## src/rtl/key_debounce.sv

```systemverilog
// Push-button conditioner: synchronizes a raw active-low key, debounces press and
// release, and emits KEY_OK / KEY_Release pulses with optional hold-to-repeat.
//
// state        | meaning
// -------------+---------------------------------------------------------------
// IDLE         | key released and stable
// PRESS_WAIT   | key seen pressed, counting DEB_T stable cycles
// PRESSED      | press accepted; counting HOLD_T toward auto-repeat
// REPEAT       | auto-repeat active; KEY_OK every REP_T cycles
// RELEASE_WAIT | key seen released, counting DEB_T stable cycles
module key_debounce #(
  parameter logic [29:0] DEB_T     = 30'd1_000_000,
  parameter logic [29:0] HOLD_T    = 30'd25_000_000,
  parameter logic [29:0] REP_T     = 30'd5_000_000,
  parameter logic        REPEAT_EN = 1'b1
) (
  input  logic       CLK,
  input  logic       RST,
  input  logic       KEY_In,
  output logic       KEY_OK,
  output logic       KEY_Release,
  output logic       KEY_Level,
  output logic [7:0] Press_Cnt
);

  typedef enum logic [2:0] {
    S_IDLE         = 3'd0,
    S_PRESS_WAIT   = 3'd1,
    S_PRESSED      = 3'd2,
    S_REPEAT       = 3'd3,
    S_RELEASE_WAIT = 3'd4
  } state_t;

  localparam logic [29:0] DEB_M1  = DEB_T - 30'd1;
  localparam logic [29:0] HOLD_M1 = HOLD_T - 30'd1;
  localparam logic [29:0] REP_M1  = REP_T - 30'd1;

  state_t      state_q, state_d;
  logic        s1_q, s2_q;
  logic [29:0] cnt_q, cnt_d;
  logic [29:0] hold_q, hold_d;
  logic [29:0] rep_q, rep_d;
  logic        ok_q, ok_d;
  logic        rel_q, rel_d;
  logic        lvl_q, lvl_d;
  logic [7:0]  pcnt_q, pcnt_d;
  logic        p;

  // Key pin is asynchronous; only the second flop feeds the FSM.
  assign p = ~s2_q;

  always_ff @(posedge CLK) begin
    if (RST) begin
      s1_q    <= 1'b1;
      s2_q    <= 1'b1;
      state_q <= S_IDLE;
      cnt_q   <= '0;
      hold_q  <= '0;
      rep_q   <= '0;
      ok_q    <= 1'b0;
      rel_q   <= 1'b0;
      lvl_q   <= 1'b0;
      pcnt_q  <= '0;
    end else begin
      s1_q    <= KEY_In;
      s2_q    <= s1_q;
      state_q <= state_d;
      cnt_q   <= cnt_d;
      hold_q  <= hold_d;
      rep_q   <= rep_d;
      ok_q    <= ok_d;
      rel_q   <= rel_d;
      lvl_q   <= lvl_d;
      pcnt_q  <= pcnt_d;
    end
  end

  always_comb begin
    state_d = state_q;
    cnt_d   = cnt_q;
    hold_d  = hold_q;
    rep_d   = rep_q;
    ok_d    = 1'b0;
    rel_d   = 1'b0;

    case (state_q)
      S_IDLE: begin
        if (p) begin
          state_d = S_PRESS_WAIT;
          cnt_d   = '0;
        end
      end

      S_PRESS_WAIT: begin
        if (!p) begin
          state_d = S_IDLE;
          cnt_d   = '0;
        end else if (cnt_q == DEB_M1) begin
          state_d = S_PRESSED;
          hold_d  = '0;
          ok_d    = 1'b1;
        end else begin
          cnt_d = cnt_q + 30'd1;
        end
      end

      S_PRESSED: begin
        if (!p) begin
          state_d = S_RELEASE_WAIT;
          cnt_d   = '0;
        end else if (hold_q == HOLD_M1) begin
          // Without repeat the hold counter simply parks at its terminal value.
          if (REPEAT_EN) begin
            state_d = S_REPEAT;
            rep_d   = '0;
            ok_d    = 1'b1;
          end
        end else begin
          hold_d = hold_q + 30'd1;
        end
      end

      S_REPEAT: begin
        if (!p) begin
          state_d = S_RELEASE_WAIT;
          cnt_d   = '0;
        end else if (rep_q == REP_M1) begin
          rep_d = '0;
          ok_d  = 1'b1;
        end else begin
          rep_d = rep_q + 30'd1;
        end
      end

      S_RELEASE_WAIT: begin
        // A bounce back to pressed resumes the hold without a new KEY_OK.
        if (p) begin
          state_d = S_PRESSED;
          hold_d  = '0;
        end else if (cnt_q == DEB_M1) begin
          state_d = S_IDLE;
          rel_d   = 1'b1;
        end else begin
          cnt_d = cnt_q + 30'd1;
        end
      end

      default: begin
        state_d = S_IDLE;
        cnt_d   = '0;
        hold_d  = '0;
        rep_d   = '0;
      end
    endcase
  end

  always_comb begin
    lvl_d  = (state_d == S_PRESSED) || (state_d == S_REPEAT) ||
             (state_d == S_RELEASE_WAIT);
    pcnt_d = pcnt_q + {7'd0, ok_d};
  end

  assign KEY_OK      = ok_q;
  assign KEY_Release = rel_q;
  assign KEY_Level   = lvl_q;
  assign Press_Cnt   = pcnt_q;

endmodule

```

## config.mk

```make
export PLATFORM = sky130hd
export DESIGN_NAME = key_debounce
export DESIGN_NICKNAME = d
export VERILOG_FILES = /design/src/rtl/key_debounce.sv
export SDC_FILE = /design/constraint.sdc
export NUM_CORES = 1
export LEC_CHECK = 0
export CAP_MARGIN = 0
export CELL_PAD_IN_SITES_DETAIL_PLACEMENT = 0
export CELL_PAD_IN_SITES_GLOBAL_PLACEMENT = 2
export CORE_MARGIN = 5
export CORE_UTILIZATION = 38
export CTS_CLUSTER_DIAMETER = 50
export DETAILED_ROUTE_END_ITERATION = 10
export PLACE_DENSITY_LB_ADDON = 0.2
export RECOVER_POWER = 100
export SETUP_SLACK_MARGIN = 0.3
export SLEW_MARGIN = 5
export SYNTH_ARGS = -nofsm -noshare
export SYNTH_HDL_FRONTEND = slang
export SYNTH_SLANG_ARGS = --single-unit
```

## constraint.sdc

```tcl
create_clock -name CLK -period 2.8 [get_ports CLK]
set_input_delay 0.56 -clock CLK [delete_from_list [all_inputs] [get_ports CLK]]
set_output_delay 0.56 -clock CLK [all_outputs]
set_load 0.01 [all_outputs]
```

==> flow_summary_export.csv, run 1 <==
group,metric,value,unit
finish,syn2layout_area_growth,20.3,%
timing,skew,0.00990,ns
place,placement.setup.worst_slack,0.0690,ns
floorplan,rows,43,
routing,routed_wl,13900,um
timing,slew_headroom,16.8,%
power,powerDensity,443,nW/um^2
floorplan,fp.dieW,129,um
floorplan,effective_utilization_at_floorplan,38.6,%
timing,worstMarginPinSlew,1.24,ns
synthesis,synthMostInstantiatedCell,"dfxtp_1",
synthesis,syn_area,5360,sq um
critical_path,timing.critical_path.to_type,"register",
critical_path,timing.setup.critical_path_class,"register to register",
synthesis,ys.flop_type,"dfxtp_1",
clock_network,clk-insertion-delay-late,0.35,ns
synthesis,post_synthesis_sequential_area_ratio,39.6,%
global_route,number_of_antenna_violations_at_the_first_check_in_global_routing,0,
floorplan,die_area,16600,sq um
clock_network,cts-root-buf,"clkbuf_16",
synthesis,most_instantiated_cells_after_synthesis,"dfxtp_1 (106), nor2_1 (74), nand2_1 (46)",
global_route,groute.layer.met3.usage,3.65,%
routing,drt_iter0_drc,386,
synthesis,ys_types,54,
clock_network,num_cts_buffers,9,
global_route,groute.layer.met2.usage,27.2,%
place,place_congestion,0.801,
status,status,"finished, final reports clean",
critical_path,worst_ep_required_time,3.04,ns
global_route,grt_usage,17.3,%
timing,whs,0.411,ns
synthesis,synth_top_cell_area_share,39.6,%
job,maxCapViolCount,0,
routing,drt_pass1_iterations,5,
synthesis,post_synth.cell_area_avg,8.29,sq um
place,io_buffers,13,
floorplan,core,13900,sq um
finish,fill_cells,1379,
synthesis,synth.net_count,655,
global_route,grt_pass1_vias,4668,
global_route,grt-ovfl-total,0,
critical_path,critical_path_arrival,2.88,ns
global_route,grt_util_met1,23.9,%
min_path,holdCritPathClass,"register to register",
critical_path,crit_path_max_fanout,3,
synthesis,post-synth-top-area-cell,"dfxtp_1",
timing,fmax,379,MHz
global_route,largest_net_degree_at_the_start_of_global_routing,18,
clock_network,cts.sinks,106,
global_route,grt_most_used_layer,"met2",
timing,setup_violations,0,
min_path,timing.hold.worst_path_depth,1,
timing,timing_hold_violations_final,0,
synthesis,yosysWarningCount,0,
clock_network,cts_tree,"done",
place,dp_hpwl,9870,um
floorplan,fp.dieH,129,um
global_route,first_pass_grt_wire_length,23200,um
synthesis,async_reset_ff_share,0,%
place,numPlacedInstances,853,
synthesis,synth_area_leaders,"dfxtp_1 (40%), nor2_1 (5.2%), xnor2_1 (4.9%), xor2_1 (4.1%), a21oi_1 (3.6%)",
routing,vias,4876,
finish,layoutNonFillerInstCount,891,
critical_path,start_kind,"register",
finish,nets,715,
synthesis,ys_seq_elements,106,
timing,finalWorstPathRequiredPeriod,2.64,ns
clock_network,cts.hold.buffers_added,0,
clock_network,clock_path_buffers,2,
timing,min_period_over_period,94.3,%
power,peakVddDrop,0.356,mV
finish,final_layout_size_suffix_gt1_share,15.3,%
synthesis,synth_enable_flop_cells,0,
timing,final.setup.worst_slack,0.160,ns
timing,setup-tns-final,0,ns
finish,ant_diodes,0,
power,finalPower,2860,uW
floorplan,ios,14,
timing,rsz_0062_raised_after_global_routing,"yes",
routing,wire_per_inst,15.6,um
routing,drtAntennaViolNets,0,
power,power.static_leakage,0.00225,uW
timing,slew_viol_final,0,
synthesis,syn_inst,647,
critical_path,worstRegToRegCells,10,
routing,drc_errors,0,
routing,viasPerCell,5.47,
clock_network,path_clk_slew,0.07,ns
clock_network,ctsHtreeMaxLevel,3,
## layout by cell type (no fill, tap or decap), types with 14 or more instances in the layout
master	count
nand4_1	25
dfxtp_1	96
nand2_1	46
inv_1	17
a21oi_1	39
xor2_1	25
nor2_1	74
and4_1	14
nor4_1	19
nor3_1	20
buf_4	42
nand3_1	33
or3_1	26
o21ai_0	26
or4_1	15
xnor2_1	30
## metal layers
metal	up-vias	routed length (um)
met5	-	0
met4	0	180
met3	13	443
met2	63	6290
met1	2310	6960
li1	2490	-
## worst paths after layout
check                 start            to  slack [ns]
setup / recovery  rep_q[21]  Press_Cnt[4]        0.16
setup reg to reg  rep_q[21]  Press_Cnt[4]        0.16
hold / removal         s1_q          s2_q        0.41
hold reg to reg        s1_q          s2_q        0.41
## timing repair
item	CTS	global route
pin swaps	15	11
endpoints found under the hold margin	0	0
setup buffers	16	7
setup endpoints to repair	29	28
gates resized for setup	19	17
## report_power, final
part | total [uW] | leakage, uW | switching [uW] | internal, uW
logic | 67.3 | 0.00124 | 48.9 | 18.5
registers | 1510 | 0.000859 | 5.22 | 1510
clock network | 1280 | 0.000142 | 563 | 715
total | 2860 | 0.00225 | 617 | 2240
## sequential cells by signal, summed over array words and instances (netlist names)
register and flops:
cnt_q 30, hold_q 30, rep_q 30, Press_Cnt 8, state_q 3, KEY_Level 1
KEY_OK 1, KEY_Release 1, s1_q 1, s2_q 1
## critical path, stage by stage (launching register included)
cell and delay, ns:
dfxtp_1 0.31, or4_1 0.52, or4_4 0.56, nor3_2 0.11, o21ai_1 0.11, a21boi_2 0.23, ha_1 0.21, ha_2 0.20
nand3_1 0.09, xor2_1 0.14, nor2_1 0.05
## through the flow
stage                     cell area, sq um  utilization, %
after CTS                             6390            46.1
after detailed placement              5930            42.7
after global routing                  6450            46.5
after floorplan                       5380               -
final                                 6450            46.5
after global placement                5930            42.7
## logic make-up after synthesis
group,Yosys count,share of synthesized area [%]
adders and majority gates,5,1.17
xor gates and xnor gates,55,8.98
and+or+nand+nor,333,34.9
AOI/OAI and AO/OA,100,11.4
DFF,106,39.6
buffers and inverters,44,3.24
muxes,4,0.746
## final cells by class
type	count	area (sq um)	area share, %
Tap cell	180	225	3.49
Timing Repair Buffer	76	597	9.25
Multi-Input combinational cell	497	3130	48.6
Inverter	17	63.8	0.989
Clock inverter	4	51.3	0.795
Clock buffer	11	243	3.76
Sequential cell	106	2140	33.1
No activity file was read; power rests on OpenSTA's default activity.
==> run 2, diff against run 1 <==
--- a/config.mk
+++ b/config.mk
@@ -14,6 +14,7 @@
 export DETAILED_ROUTE_END_ITERATION = 10
 export PLACE_DENSITY_LB_ADDON = 0.2
 export RECOVER_POWER = 100
+export REMOVE_ABC_BUFFERS = 1
 export SETUP_SLACK_MARGIN = 0.3
 export SLEW_MARGIN = 5
 export SYNTH_ARGS = -nofsm -noshare
==> flow_summary_export.csv, run 2 (synthesis results as in run 1) <==
group,metric,value,unit
routing,drc_errors,0,
finish,final_layout_size_suffix_gt1_share,15.1,%
routing,routed_wl,13800,um
timing,final.setup.worst_slack,0.210,ns
critical_path,launch_point_of_the_worst_reg_to_reg_path,"rep_q[13]",
routing,viasPerCell,5.55,
global_route,grt-ovfl-total,0,
timing,fmax,386,MHz
routing,drt_pass1_iterations,4,
timing,min_period_over_period,92.5,%
finish,final_common_cell,"dfxtp_1",
power,powerDensity,443,nW/um^2
clock_network,path_clk_slew,0.07,ns
global_route,grt_pass1_vias,4792,
timing,worstMarginPinSlew,1.17,ns
finish,layoutNonFillerInstCount,893,
floorplan,effective_utilization_at_floorplan,38.6,%
finish,fin_util,46.5,%
min_path,holdCritPathClass,"register to register",
finish,top_regs,"cnt_q x30, hold_q x30, rep_q x30",
place,dp_hpwl,9910,um
global_route,grt_util_met1,22.9,%
clock_network,cts.sinks,106,
finish,final_cell_area,6460,sq um
place,placement.cell_area,5950,sq um
critical_path,timing.setup.critical_path_class,"register to register",
place,place_congestion,0.832,
global_route,number_of_antenna_violations_at_the_first_check_in_global_routing,0,
critical_path,worstRegToRegCells,10,
timing,timing_hold_violations_final,0,
timing,slew_viol_final,0,
global_route,grt_most_used_layer,"met2",
place,numPlacedInstances,859,
power,power.static_leakage,0.00223,uW
global_route,groute.layer.met2.usage,28.5,%
clock_network,cts_tree,"done",
min_path,worstHoldEndpoint,"s2_q",
place,placement.setup.worst_slack,-0.0614,ns
routing,drt_iter0_drc,274,
routing,vias,4956,
floorplan,fp.dieW,129,um
timing,setup_violations,0,
floorplan,ios,14,
min_path,hold_path_startpoint,"s1_q",
clock_network,ctsHtreeMaxLevel,3,
critical_path,critical_path_arrival,2.82,ns
timing,slew_headroom,21.5,%
clock_network,clk-insertion-delay-late,0.35,ns
timing,finalWorstPathRequiredPeriod,2.59,ns
timing,whs,0.423,ns
floorplan,rows,43,
global_route,groute.layer.met3.usage,3.69,%
finish,syn2layout_area_growth,20.5,%
timing,skew,0.00965,ns
routing,drtAntennaViolNets,0,
finish,layout_common_cells,"dfxtp_1 (103), nor2_1 (74), nand2_1 (46)",
floorplan,die_area,16600,sq um
place,io_buffers,13,
finish,nets,716,
status,status,"finished, final reports clean",
critical_path,start_kind,"register",
clock_network,cts.hold.buffers_added,0,
timing,rsz_0062_raised_after_global_routing,"yes",
clock_network,cts-root-buf,"clkbuf_16",
clock_network,num_cts_buffers,9,
global_route,grt_usage,17.5,%
job,maxCapViolCount,0,
critical_path,timing.critical_path.to_type,"register",
global_route,largest_net_degree_at_the_start_of_global_routing,26,
critical_path,endpoint_of_the_most_critical_register_to_register_path,"Press_Cnt[6]",
min_path,timing.hold.worst_path_depth,1,
critical_path,worst_ep_required_time,3.03,ns
floorplan,fp.dieH,129,um
critical_path,crit_path_max_fanout,3,
clock_network,clock_path_buffers,2,
critical_path,regToRegSetupSlack,0.21,ns
power,peakVddDrop,0.385,mV
routing,wire_per_inst,15.5,um
floorplan,core,13900,sq um
finish,ant_diodes,0,
global_route,first_pass_grt_wire_length,23700,um
## run 2: changes by cell type in the layout (fill, tap and decap cells not counted), sizes merged
cell,delta
inv,-1
buf,-3
clkinv,+1
clkbuf,+5
a311o,+1
bufinv,-1
## run 2: power by group
| part | total [uW] | switching (uW) | internal [uW] |
|---|---|---|---|
| combinational | 72.6 | 50.9 | 21.7 |
| clock | 1280 | 577 | 702 |
| sequential | 1510 | 3.84 | 1510 |
## run 2: stage by stage
| step | power, uW | TNS [ns] |
|---|---|---|
| CTS | 2910 | 0 |
| global placement | 1620 | -0.156 |
| global route | 2980 | 0 |
| detailed placement | 1620 | -0.191 |
| finish | 2860 | 0 |
| floorplan | 1590 | -0.0369 |
## run 2: routing by layer
layer	vias up	share of wire [%]
li1	2507	-
met1	2379	48
met2	61	48
met3	9	2.5
met4	0	0.96
met5	-	0
## run 2: critical path: stages (launching register included)
cell and delay [ns]:
dfxtp_1 0.31, or4_1 0.51, or4_4 0.55, nor3_2 0.14
o21ai_2 0.09, a21boi_2 0.18, ha_1 0.19, ha_1 0.20
nand3_1 0.10, xor2_1 0.15, nor2_1 0.05
## run 2: layout make-up
cell class / count / area (sq um)
Clock buffer: 13 / 280
Clock inverter: 3 / 21.3
Fill cell: 1382 / 7420
Inverter: 17 / 63.8
Multi-Input combinational cell: 498 / 3180
Sequential cell: 106 / 2130
Tap cell: 180 / 225
Timing Repair Buffer: 76 / 556
## run 2: worst max path at each step
stage,endpoint,start,cells after the start
final,Press_Cnt[6],rep_q[13],10
after global routing,hold_q[6],cnt_q[21],8
after CTS,Press_Cnt[6],rep_q[13],10
after detailed placement,Press_Cnt[5],rep_q[13],10
after global placement,Press_Cnt[7],rep_q[13],10
after floorplan,rep_q[11],rep_q[16],6
## run 2: repair_timing
item | 4_1_cts | 5_1_grt
resized for setup | 11 | 35
gates cloned | 1 | 0
pin swaps | 3 | 11
setup endpoints to repair | 20 | 41
setup buffers | 2 | 15
==> run 3, diff against run 2 <==
--- a/config.mk
+++ b/config.mk
@@ -16,7 +16,7 @@
 export RECOVER_POWER = 100
 export REMOVE_ABC_BUFFERS = 1
 export SETUP_SLACK_MARGIN = 0.3
-export SLEW_MARGIN = 5
+export SLEW_MARGIN = 10
 export SYNTH_ARGS = -nofsm -noshare
 export SYNTH_HDL_FRONTEND = slang
 export SYNTH_SLANG_ARGS = --single-unit
==> results of run 3 <==
Same layout as run 2: the final DEF is identical, and so are final timing and power.
